### src/rtl/swervolf_branch_stats_pkg.sv
// Shared constants and helpers for the branch statistics block.
// Covers register offsets, CTRL bit positions, counter width and the counter arithmetic.
package swervolf_branch_stats_pkg;

    localparam int CNT_W = 32;

    localparam logic [4:0] ADR_CTRL       = 5'h00;
    localparam logic [4:0] ADR_TOTAL      = 5'h04;
    localparam logic [4:0] ADR_TAKEN      = 5'h08;
    localparam logic [4:0] ADR_MISPRED    = 5'h0C;
    localparam logic [4:0] ADR_SNAP_TOTAL = 5'h10;
    localparam logic [4:0] ADR_SNAP_TAKEN = 5'h14;

    localparam int CTRL_EN      = 0;
    localparam int CTRL_CLR     = 1;
    localparam int CTRL_SNAP    = 2;
    localparam int CTRL_OVF_LSB = 8;

    typedef enum logic [2:0] {
        REG_CTRL       = ADR_CTRL[4:2],
        REG_TOTAL      = ADR_TOTAL[4:2],
        REG_TAKEN      = ADR_TAKEN[4:2],
        REG_MISPRED    = ADR_MISPRED[4:2],
        REG_SNAP_TOTAL = ADR_SNAP_TOTAL[4:2],
        REG_SNAP_TAKEN = ADR_SNAP_TAKEN[4:2],
        REG_RSVD6      = 3'd6,
        REG_RSVD7      = 3'd7
    } reg_sel_e;

    // Increment with either saturation at all-ones or wrap to zero.
    function automatic logic [CNT_W-1:0] sat_inc(input logic [CNT_W-1:0] value,
                                                 input logic inc,
                                                 input logic saturate);
        logic [CNT_W-1:0] res;
        if (!inc) begin
            res = value;
        end else if (value == {CNT_W{1'b1}}) begin
            res = saturate ? value : {CNT_W{1'b0}};
        end else begin
            res = value + CNT_W'(1);
        end
        return res;
    endfunction

    function automatic logic [CNT_W-1:0] byte_merge(input logic [CNT_W-1:0] old_value,
                                                    input logic [CNT_W-1:0] new_value,
                                                    input logic [CNT_W/8-1:0] be);
        logic [CNT_W-1:0] res;
        for (int b = 0; b < CNT_W/8; b++) begin
            res[8*b +: 8] = be[b] ? new_value[8*b +: 8] : old_value[8*b +: 8];
        end
        return res;
    endfunction

endpackage

### src/rtl/swervolf_branch_stats_sat_counter.sv
// Event counter with clear, byte-wise load and saturating or wrapping increment.
// Priority is clear, then load, then increment; ovf_pulse flags an increment at all-ones.
module bs_sat_counter
    import swervolf_branch_stats_pkg::*;
#(
    parameter bit SATURATE = 1'b1
) (
    input  logic               clk,
    input  logic               rstn,
    input  logic               inc,
    input  logic               clr,
    input  logic               load,
    input  logic [CNT_W-1:0]   load_data,
    input  logic [CNT_W/8-1:0] load_be,
    output logic [CNT_W-1:0]   count,
    output logic               ovf_pulse
);

    logic [CNT_W-1:0] count_r;

    // Counter register update.
    always_ff @(posedge clk or negedge rstn) begin
        if (!rstn) begin
            count_r <= {CNT_W{1'b0}};
        end else if (clr) begin
            count_r <= {CNT_W{1'b0}};
        end else if (load) begin
            count_r <= byte_merge(count_r, load_data, load_be);
        end else begin
            count_r <= sat_inc(count_r, inc, SATURATE);
        end
    end

    assign ovf_pulse = inc & ~clr & ~load & (count_r == {CNT_W{1'b1}});
    assign count     = count_r;

endmodule

### src/rtl/swervolf_branch_stats.sv
// Retired-branch statistics counters with a Wishbone register interface.
// Counts total, taken and mispredicted branches; supports clear, snapshot and overflow flags.
module swervolf_branch_stats
    import swervolf_branch_stats_pkg::*;
#(
    parameter bit SATURATE = 1'b1,
    parameter bit EN_RESET = 1'b1
) (
    input  logic             clk,
    input  logic             rstn,
    input  logic             i_br_valid,
    input  logic             i_br_taken,
    input  logic             i_br_mispred,
    input  logic [4:0]       i_wb_adr,
    input  logic [31:0]      i_wb_dat,
    input  logic [3:0]       i_wb_sel,
    input  logic             i_wb_we,
    input  logic             i_wb_cyc,
    input  logic             i_wb_stb,
    output logic [31:0]      o_wb_rdt,
    output logic             o_wb_ack,
    output logic [CNT_W-1:0] o_branches_counter,
    output logic [CNT_W-1:0] o_branches_taken_counter
);

    logic             ack_r;
    logic [31:0]      rdt_r;
    logic             enable_r;
    logic [2:0]       ovf_r;
    logic [CNT_W-1:0] snap_total_r;
    logic [CNT_W-1:0] snap_taken_r;

    logic             wb_go_s;
    logic             wr_s;
    logic             ctrl_wr_s;
    logic             clr_s;
    logic             snap_s;
    logic [2:0]       w1c_s;
    logic [2:0]       inc_s;
    logic [2:0]       load_s;
    logic [2:0]       ovf_pulse_s;
    logic [CNT_W-1:0] total_s;
    logic [CNT_W-1:0] taken_s;
    logic [CNT_W-1:0] mispred_s;
    logic [31:0]      rd_data_s;
    reg_sel_e         reg_sel_s;
    logic             unused_s;

    // An access is accepted (and all its side effects applied) on the edge that raises ack.
    assign wb_go_s   = i_wb_cyc & i_wb_stb & ~ack_r;
    assign wr_s      = wb_go_s & i_wb_we;
    assign reg_sel_s = reg_sel_e'(i_wb_adr[4:2]);
    assign ctrl_wr_s = wr_s & (reg_sel_s == REG_CTRL);
    assign clr_s     = ctrl_wr_s & i_wb_sel[0] & i_wb_dat[CTRL_CLR];
    assign snap_s    = ctrl_wr_s & i_wb_sel[0] & i_wb_dat[CTRL_SNAP];
    assign w1c_s     = (ctrl_wr_s & i_wb_sel[1]) ? i_wb_dat[CTRL_OVF_LSB +: 3] : 3'b000;

    assign inc_s[0]  = enable_r & i_br_valid;
    assign inc_s[1]  = enable_r & i_br_valid & i_br_taken;
    assign inc_s[2]  = enable_r & i_br_valid & i_br_mispred;

    assign load_s[0] = wr_s & (reg_sel_s == REG_TOTAL);
    assign load_s[1] = wr_s & (reg_sel_s == REG_TAKEN);
    assign load_s[2] = wr_s & (reg_sel_s == REG_MISPRED);

    assign unused_s  = ^i_wb_adr[1:0];

    bs_sat_counter #(.SATURATE(SATURATE)) u_total (
        .clk(clk), .rstn(rstn), .inc(inc_s[0]), .clr(clr_s), .load(load_s[0]),
        .load_data(i_wb_dat), .load_be(i_wb_sel), .count(total_s), .ovf_pulse(ovf_pulse_s[0])
    );

    bs_sat_counter #(.SATURATE(SATURATE)) u_taken (
        .clk(clk), .rstn(rstn), .inc(inc_s[1]), .clr(clr_s), .load(load_s[1]),
        .load_data(i_wb_dat), .load_be(i_wb_sel), .count(taken_s), .ovf_pulse(ovf_pulse_s[1])
    );

    bs_sat_counter #(.SATURATE(SATURATE)) u_mispred (
        .clk(clk), .rstn(rstn), .inc(inc_s[2]), .clr(clr_s), .load(load_s[2]),
        .load_data(i_wb_dat), .load_be(i_wb_sel), .count(mispred_s), .ovf_pulse(ovf_pulse_s[2])
    );

    // Enable bit and sticky overflow flags; a new overflow wins over a same-cycle clear.
    always_ff @(posedge clk or negedge rstn) begin
        if (!rstn) begin
            enable_r <= EN_RESET;
            ovf_r    <= 3'b000;
        end else begin
            if (ctrl_wr_s && i_wb_sel[0]) begin
                enable_r <= i_wb_dat[CTRL_EN];
            end
            ovf_r <= (ovf_r & ~w1c_s) | ovf_pulse_s;
        end
    end

    // Snapshot takes the post-event values, ignoring a same-cycle clear.
    always_ff @(posedge clk or negedge rstn) begin
        if (!rstn) begin
            snap_total_r <= {CNT_W{1'b0}};
            snap_taken_r <= {CNT_W{1'b0}};
        end else if (snap_s) begin
            snap_total_r <= sat_inc(total_s, inc_s[0], SATURATE);
            snap_taken_r <= sat_inc(taken_s, inc_s[1], SATURATE);
        end
    end

    // Register read multiplexer.
    always_comb begin
        rd_data_s = 32'h0000_0000;
        case (reg_sel_s)
            REG_CTRL: begin
                rd_data_s[CTRL_EN]            = enable_r;
                rd_data_s[CTRL_OVF_LSB +: 3]  = ovf_r;
            end
            REG_TOTAL:      rd_data_s = total_s;
            REG_TAKEN:      rd_data_s = taken_s;
            REG_MISPRED:    rd_data_s = mispred_s;
            REG_SNAP_TOTAL: rd_data_s = snap_total_r;
            REG_SNAP_TAKEN: rd_data_s = snap_taken_r;
            default:        rd_data_s = 32'h0000_0000;
        endcase
    end

    // Single-cycle ack with read data held only while ack is high.
    always_ff @(posedge clk or negedge rstn) begin
        if (!rstn) begin
            ack_r <= 1'b0;
            rdt_r <= 32'h0000_0000;
        end else begin
            ack_r <= wb_go_s;
            rdt_r <= wb_go_s ? rd_data_s : 32'h0000_0000;
        end
    end

    assign o_wb_ack                 = ack_r;
    assign o_wb_rdt                 = rdt_r;
    assign o_branches_counter       = total_s;
    assign o_branches_taken_counter = taken_s;

endmodule

### config.mk
export PLATFORM = sky130hd
export DESIGN_NAME = swervolf_branch_stats
export DESIGN_NICKNAME = d
export VERILOG_FILES = /design/src/rtl/swervolf_branch_stats_pkg.sv /design/src/rtl/swervolf_branch_stats_sat_counter.sv /design/src/rtl/swervolf_branch_stats.sv
export SDC_FILE = /design/constraint.sdc
export NUM_CORES = 1
export LEC_CHECK = 0
export ABC_AREA = 1
export CAP_MARGIN = 10
export CORE_UTILIZATION = 45
export CTS_CLUSTER_DIAMETER = 60
export DETAILED_ROUTE_END_ITERATION = 10
export PLACE_DENSITY = 0.66
export SLEW_MARGIN = 20
export SYNTH_ARGS = -nofsm -noshare
export SYNTH_HDL_FRONTEND = slang
export SYNTH_SLANG_ARGS = --single-unit
### constraint.sdc
create_clock -name clk -period 2.3 [get_ports clk]
set_input_delay 0.69 -clock clk [delete_from_list [all_inputs] [get_ports clk]]
set_output_delay 0.69 -clock clk [all_outputs]
set_load 0.02 [all_outputs]
==> results of run 1 <==
cells by family after synthesis:
group | after synthesis | synth area share
and+or+nand+nor | 1166 | 0.373
AOI/OAI and AO/OA | 326 | 0.139
buffers and inverters | 310 | 0.0940
DFF | 197 | 0.374
xor gates and xnor gates | 25 | 0.0166
adders and majority gates | 4 | 0.00379
repair_timing:
item,in CTS,in global routing
setup buffers,1,2
endpoints found under the setup margin,35,124
pin swaps,0,2
resized for setup,28,38
through the flow:
| step | hold WS, ns | cells | utilization | total power, mW | TNS [ns] |
|---|---|---|---|---|---|
| detailed placement | 0.467 | 2689 | 0.574 | 11.3 | -67.25 |
| finish | 0.216 | 2723 | 0.599 | 14.5 | 0 |
| global route | 0.249 | 2723 | 0.599 | 15.3 | -0.0182 |
| global placement | 0.464 | 2689 | 0.574 | 11.2 | -62.50 |
| floorplan | 0.394 | 2028 | - | 8.06 | 0 |
| CTS | 0.244 | 2721 | 0.595 | 14.4 | 0 |
power by group through the flow:
stage	registers, mW	logic (mW)	clock network, mW
2_1_floorplan	5.56	2.51	0
3_3_place_gp	4.98	6.27	0
3_5_place_dp	4.98	6.34	0
4_1_cts	4.92	6.29	3.22
5_1_grt	5.03	6.89	3.37
6_report	4.96	6.38	3.21
flip-flops by register name, summed over array words and instances (netlist names), 3 cells and up:
name and cells:
u_taken.count 32, snap_taken_r 32, snap_total_r 32, o_wb_rdt 32, u_mispred.count 32, ovf_r 3
u_total.count 32
final timing paths:
kind,from,to,slack (ns)
worst min-delay path,rstn,u_mispred.count[3]$_DFFE_PN0P_,0.22
worst max register to register,u_mispred.count[10]$_DFFE_PN0P_,u_mispred.count[31]$_DFFE_PN0P_,0.13
worst min register to register,snap_total_r[8]$_DFFE_PN0P_,snap_total_r[8]$_DFFE_PN0P_,0.49
max in group asynchronous,rstn,o_wb_rdt[9]$_DFF_PN0_,1.34
min in group clk,snap_total_r[8]$_DFFE_PN0P_,snap_total_r[8]$_DFFE_PN0P_,0.49
worst max-delay path,u_total.count[18]$_DFFE_PN0P_,o_branches_counter[18],0.03
cell usage after synthesis (all sizes together):
master / number / area (um2)
nand3: 187 / 993
nor3: 13 / 81.3
o21ai: 172 / 868
o31ai: 3 / 22.5
o21bai: 1 / 7.51
a31oi: 6 / 37.5
nor3b: 2 / 15.0
dfrtp: 196 / 4900
dfstp: 1 / 26.3
nor2: 156 / 656
a221oi: 24 / 210
nand2: 763 / 2880
xor2: 20 / 175
a21oi: 79 / 395
ha: 4 / 50.1
xnor2: 5 / 43.8
o211ai: 13 / 97.6
a41oi: 1 / 8.76
nand4: 35 / 240
or2: 3 / 18.8
and3: 3 / 18.8
buf: 40 / 226
clkbuf: 39 / 146
o22ai: 18 / 113
and2: 1 / 6.26
a211oi: 2 / 15.0
o21a: 7 / 52.6
inv: 231 / 867
nand3b: 3 / 22.5
metal layers:
layer / vias to the layer above / global-route usage / share of wire
met5: - / 0 / 0
met4: 0 / 0.113 / 0.027
met3: 81 / 0.0669 / 0.086
met2: 699 / 0.561 / 0.44
met1: 7108 / 0.521 / 0.45
li1: 7153 / - / -
layout make-up:
class                           instances  area, um2  share of cell area
Inverter                              231        875              0.0507
Sequential cell                       197       4940               0.286
Clock buffer                           17        425              0.0247
Clock inverter                         14        176              0.0102
Tap cell                              384        480              0.0279
Multi-Input combinational cell       1521       7070               0.410
Timing Repair Buffer                  359       3280               0.190
==> metrics, run 1 <==
status=complete, no violations; Die Footprint=0.0300 mm2; CTS Hold Bufs=0; count of final max-slew check failures=0; Switching Share=0.436; number of nets with antenna violations after routing=0; dpl hpwl=43.2 mm; P_int=8.20 mW; Clk pwr share=0.220; total gr overflow=0; Setup WS post-layout=0.0313 ns; CP arrival=1.58 ns; Global Route Usage Sum=0.365; count of input and output buffers=143; Net Sw Power=6.34 mW; Period minus WS final=2.27 ns; share of cells above drive strength 1=0.133; startpoint types=flip-flop; Seq pwr share=0.341; Max VDD drop=582 uV; Crit path max-delay family=buffers and inverters; Final #Nets=2380; synth unique cells=44; fin crit share=0.986; Initial Util=0.459; WL/cell=20.0 um; Post-Place Cell Area=0.0165 mm2; worst-margin pin slew=0.606 ns; Crit path required time=1.61 ns; CTS tree=built; Worst Clk Skew=0.0125 ns; CP endpoint kind=output pin; Slew headroom=0.596; Ports=146; maximum root-to-sink buffer count=2; initial antenna violation count=0; number of buffers created by CTS=17; Power Density=843 mW/mm2; Final Hold Fails=0; drt initial violations=1611; Cells after Synth=2028; ANT cells=0; via count=15000; leading cell type in the layout, fill and taps excluded=nand2_1; post-synthesis sequential area ratio=0.374; worst path cell trace=clkdlybuf4s50_1; global-route wire length before repair=82.0 mm; clk slew on worst S/H paths=0.08 ns; die width=173 um; Cell Rows=62; DRC viols=0; Setup violations, final=0; Worst-Skew Late Latency=0.46 ns; die height=173 um; Synth Register Bits=197; Net Count, Synth=2081; fillers=2785; Hold Crit Class=in2async; number of global-route vias before repair=13800; synthesized area per cell=6.51 um2; fmax=441 MHz; Lkg Pwr=8.54 nW; slowest stage delay, CP=0.66 ns; drt via density=5.52; commonest cells after routing, fill and taps aside=755 x nand2_1, 222 x inv_1, 201 x buf_4, 188 x dfrtp_1, 177 x nand3_1; CP Depth=1; CP Class=reg2out; Synth Cell Area=0.0132 mm2; R2R depth=9; Slowest-stage cell, CP=clkdlybuf4s50_1; Yosys warnings=0; Bufs and invs on worst path=1; Area Growth Syn to Fin=30.7%; RD Place Congestion=1.00; Routed WL=54.6 mm; TritonRoute pass-1 iters=5; core footprint=0.0288 mm2; Comb pwr share=0.439; H-tree Lvls=4; Root Driver=clkbuf_16; Crit Path Max Fanout=6; Num Clock Sinks=197; largest net degree at the start of global routing=59; Setup WS pre-CTS=-0.562 ns; Max Cap Viol=0; post-route cell area=0.0172 mm2
Power figures use the tool's default switching activity.
==> inputs of run 2 (changes only) <==
CAP_MARGIN = not set   (was 10)
CORE_UTILIZATION = 65   (was 45)
DONT_BUFFER_PORTS = 1   (was not set)
PLACE_DENSITY = 0.81   (was 0.66)
==> run 2 against run 1 <==
Against the previous run: the flow now finishes with violations (negative hold slack); core utilization is 16 points higher; worst hold slack worse by 0.29 ns; critical path depth is 7 higher; fmax is 3.0% higher; clock skew is 0.0014 ns higher; non-clock buffer count is 227 lower; worst setup slack better by 0.065 ns; flip-flop and latch count stayed put; critical path type is now reg2reg; critical endpoint is now snap_total_r[1]$_DFFE_PN0P_; largest power group unchanged.
==> metrics, run 2 (synthesized netlist as in run 1, its figures left out) <==
Final #Nets=2153; met2 wire length=20.9 mm; fin crit share=0.958; Lkg Pwr=7.27 nW; Die Footprint=0.0209 mm2; slowest stage delay, CP=0.43 ns; Root Driver=clkbuf_16; Max Cap Viol=0; Worst-Skew Late Latency=0.45 ns; count of input and output buffers=0; reg2reg start=o_wb_ack$_DFF_PN0_; core footprint=0.0197 mm2; CP Class=reg2reg; die height=144 um; number of nets with antenna violations after routing=0; TritonRoute pass-1 iters=6; met1 wire length=18.1 mm; Hold Crit Class=in2async; Num Clock Sinks=197; WL/cell=20.7 um; worst-margin pin slew=0.768 ns; Ports=146; fmax=454 MHz; startpoint types=flip-flop; Crit path required time=2.60 ns; worst path cell trace=inv_1 > nand3_1 > nor2_4 > nand3_1 > nor2_4 > inv_2 > nand2_1 > o21ai_0; DRC viols=0; commonest cells after routing, fill and taps aside=754 x nand2_1, 224 x inv_1, 194 x dfrtp_1, 177 x nand3_1, 140 x o21ai_0; CTS tree=built; Area Growth Syn to Fin=12.6%; max layer used=met4; clk slew on worst S/H paths=0.08 ns; status=finished with violations; Cell Rows=51; Crit Path Max Fanout=39; met3 routed WL=7.67 mm; RSZ-0062 raised after global routing=yes; largest net degree at the start of global routing=198; number of buffers created by CTS=17; CP endpoint kind=flip-flop; Power Density=905 mW/mm2; leading cell type in the layout, fill and taps excluded=nand2_1; multi-input logic area=0.00708 mm2; Routed WL=49.3 mm; Period minus WS final=2.20 ns; maximum root-to-sink buffer count=2; ANT cells=0; register-to-register setup slack=0.1 ns; Setup violations, final=0; Slowest-stage cell, CP=dfrtp_1; Register Area=0.00493 mm2; initial antenna violation count=1; global-route wire length before repair=74.0 mm; Final Hold Fails=107; count of final max-slew check failures=0; fin util=0.756; fillers=1600; drt via density=6.14; Slew headroom=0.488; R2R Path End=snap_total_r[1]$_DFFE_PN0P_; Max VDD drop=833 uV; drt initial violations=1993; Global Route Usage Sum=0.485; H-tree Lvls=4; dpl hpwl=37.2 mm; hold slack final=-0.0727 ns; share of cells above drive strength 1=0.103; CP arrival=2.50 ns; R2R depth=8; RD Place Congestion=1.06; via count=14600; total gr overflow=0; fin cells=2378; Initial Util=0.671; placed cell count=2345; Worst Clk Skew=0.0139 ns; number of global-route vias before repair=13600; violated checks=negative hold slack; die width=144 um
## run 2: layer usage
metal	GRT usage	up-vias
met5	0	-
met4	0.234	0
met3	0.209	199
met2	0.719	1112
met1	0.603	6597
li1	-	6698
## run 2: worst max-delay path by stage
stage | slack, ns | startpoint | cells after the start | to
floorplan | 0.26 | i_wb_cyc | 10 | u_mispred.count[7]$_DFFE_PN0P_
global placement | 0.02 | i_wb_cyc | 9 | u_mispred.count[23]$_DFFE_PN0P_
detailed placement | -0.03 | i_wb_cyc | 9 | u_total.count[18]$_DFFE_PN0P_
CTS | 0.09 | u_total.count[0]$_DFFE_PN0P_ | 12 | u_total.count[0]$_DFFE_PN0P_
global route | -0.03 | u_total.count[7]$_DFFE_PN0P_ | 11 | u_total.count[27]$_DFFE_PN0P_
finish | 0.1 | o_wb_ack$_DFF_PN0_ | 8 | snap_total_r[1]$_DFFE_PN0P_
## run 2: power breakdown
group          total (mW)  leakage, nW  internal, mW  switching, mW
clock network        3.06        0.280          1.55           1.51
registers            4.84         2.45          4.14          0.702
logic                5.55         4.54          1.79           3.76
## run 2: area by class of cell
type | count | share of cell area
Clock inverter | 13 | 0.0104
Clock buffer | 19 | 0.0291
Multi-Input combinational cell | 1521 | 0.476
Inverter | 231 | 0.0583
Tap cell | 265 | 0.0223
Timing Repair Buffer | 132 | 0.0720
Sequential cell | 197 | 0.332
## run 2: metrics by stage
stage / hold WS (ns) / instance area, um2 / setup slack (ns) / power [mW] / setup TNS, ns
final: -0.0727 / 14900 / 0.0967 / 13.4 / 0
after global routing: -0.0840 / 14900 / -0.0329 / 14.1 / -0.0463
after CTS: -0.0740 / 14800 / 0.0913 / 13.2 / 0
after detailed placement: 0.400 / 14200 / -0.0299 / 10.2 / -0.122
after global placement: 0.398 / 14200 / 0.0212 / 10.0 / 0
after floorplan: 0.394 / 13200 / 0.262 / 8.06 / 0
## run 2: worst max-delay path, delay by kind of cell (launching register included)
| family | cells | cell delay, ns |
|---|---|---|
| AO/OA/AOI/OAI | 1 | 0.10 |
| buffers and inverters | 2 | 0.44 |
| flip-flops | 1 | 0.43 |
| AND/OR/NAND/NOR | 5 | 1.09 |
## run 2: repair_timing
| action | in CTS | in global routing |
|---|---|---|
| buffers inserted | 0 | 1 |
| pin swaps | 0 | 1 |
| setup endpoints to repair | 1 | 67 |
| hold endpoints to repair | 196 | 196 |
| gates resized for setup | 1 | 14 |
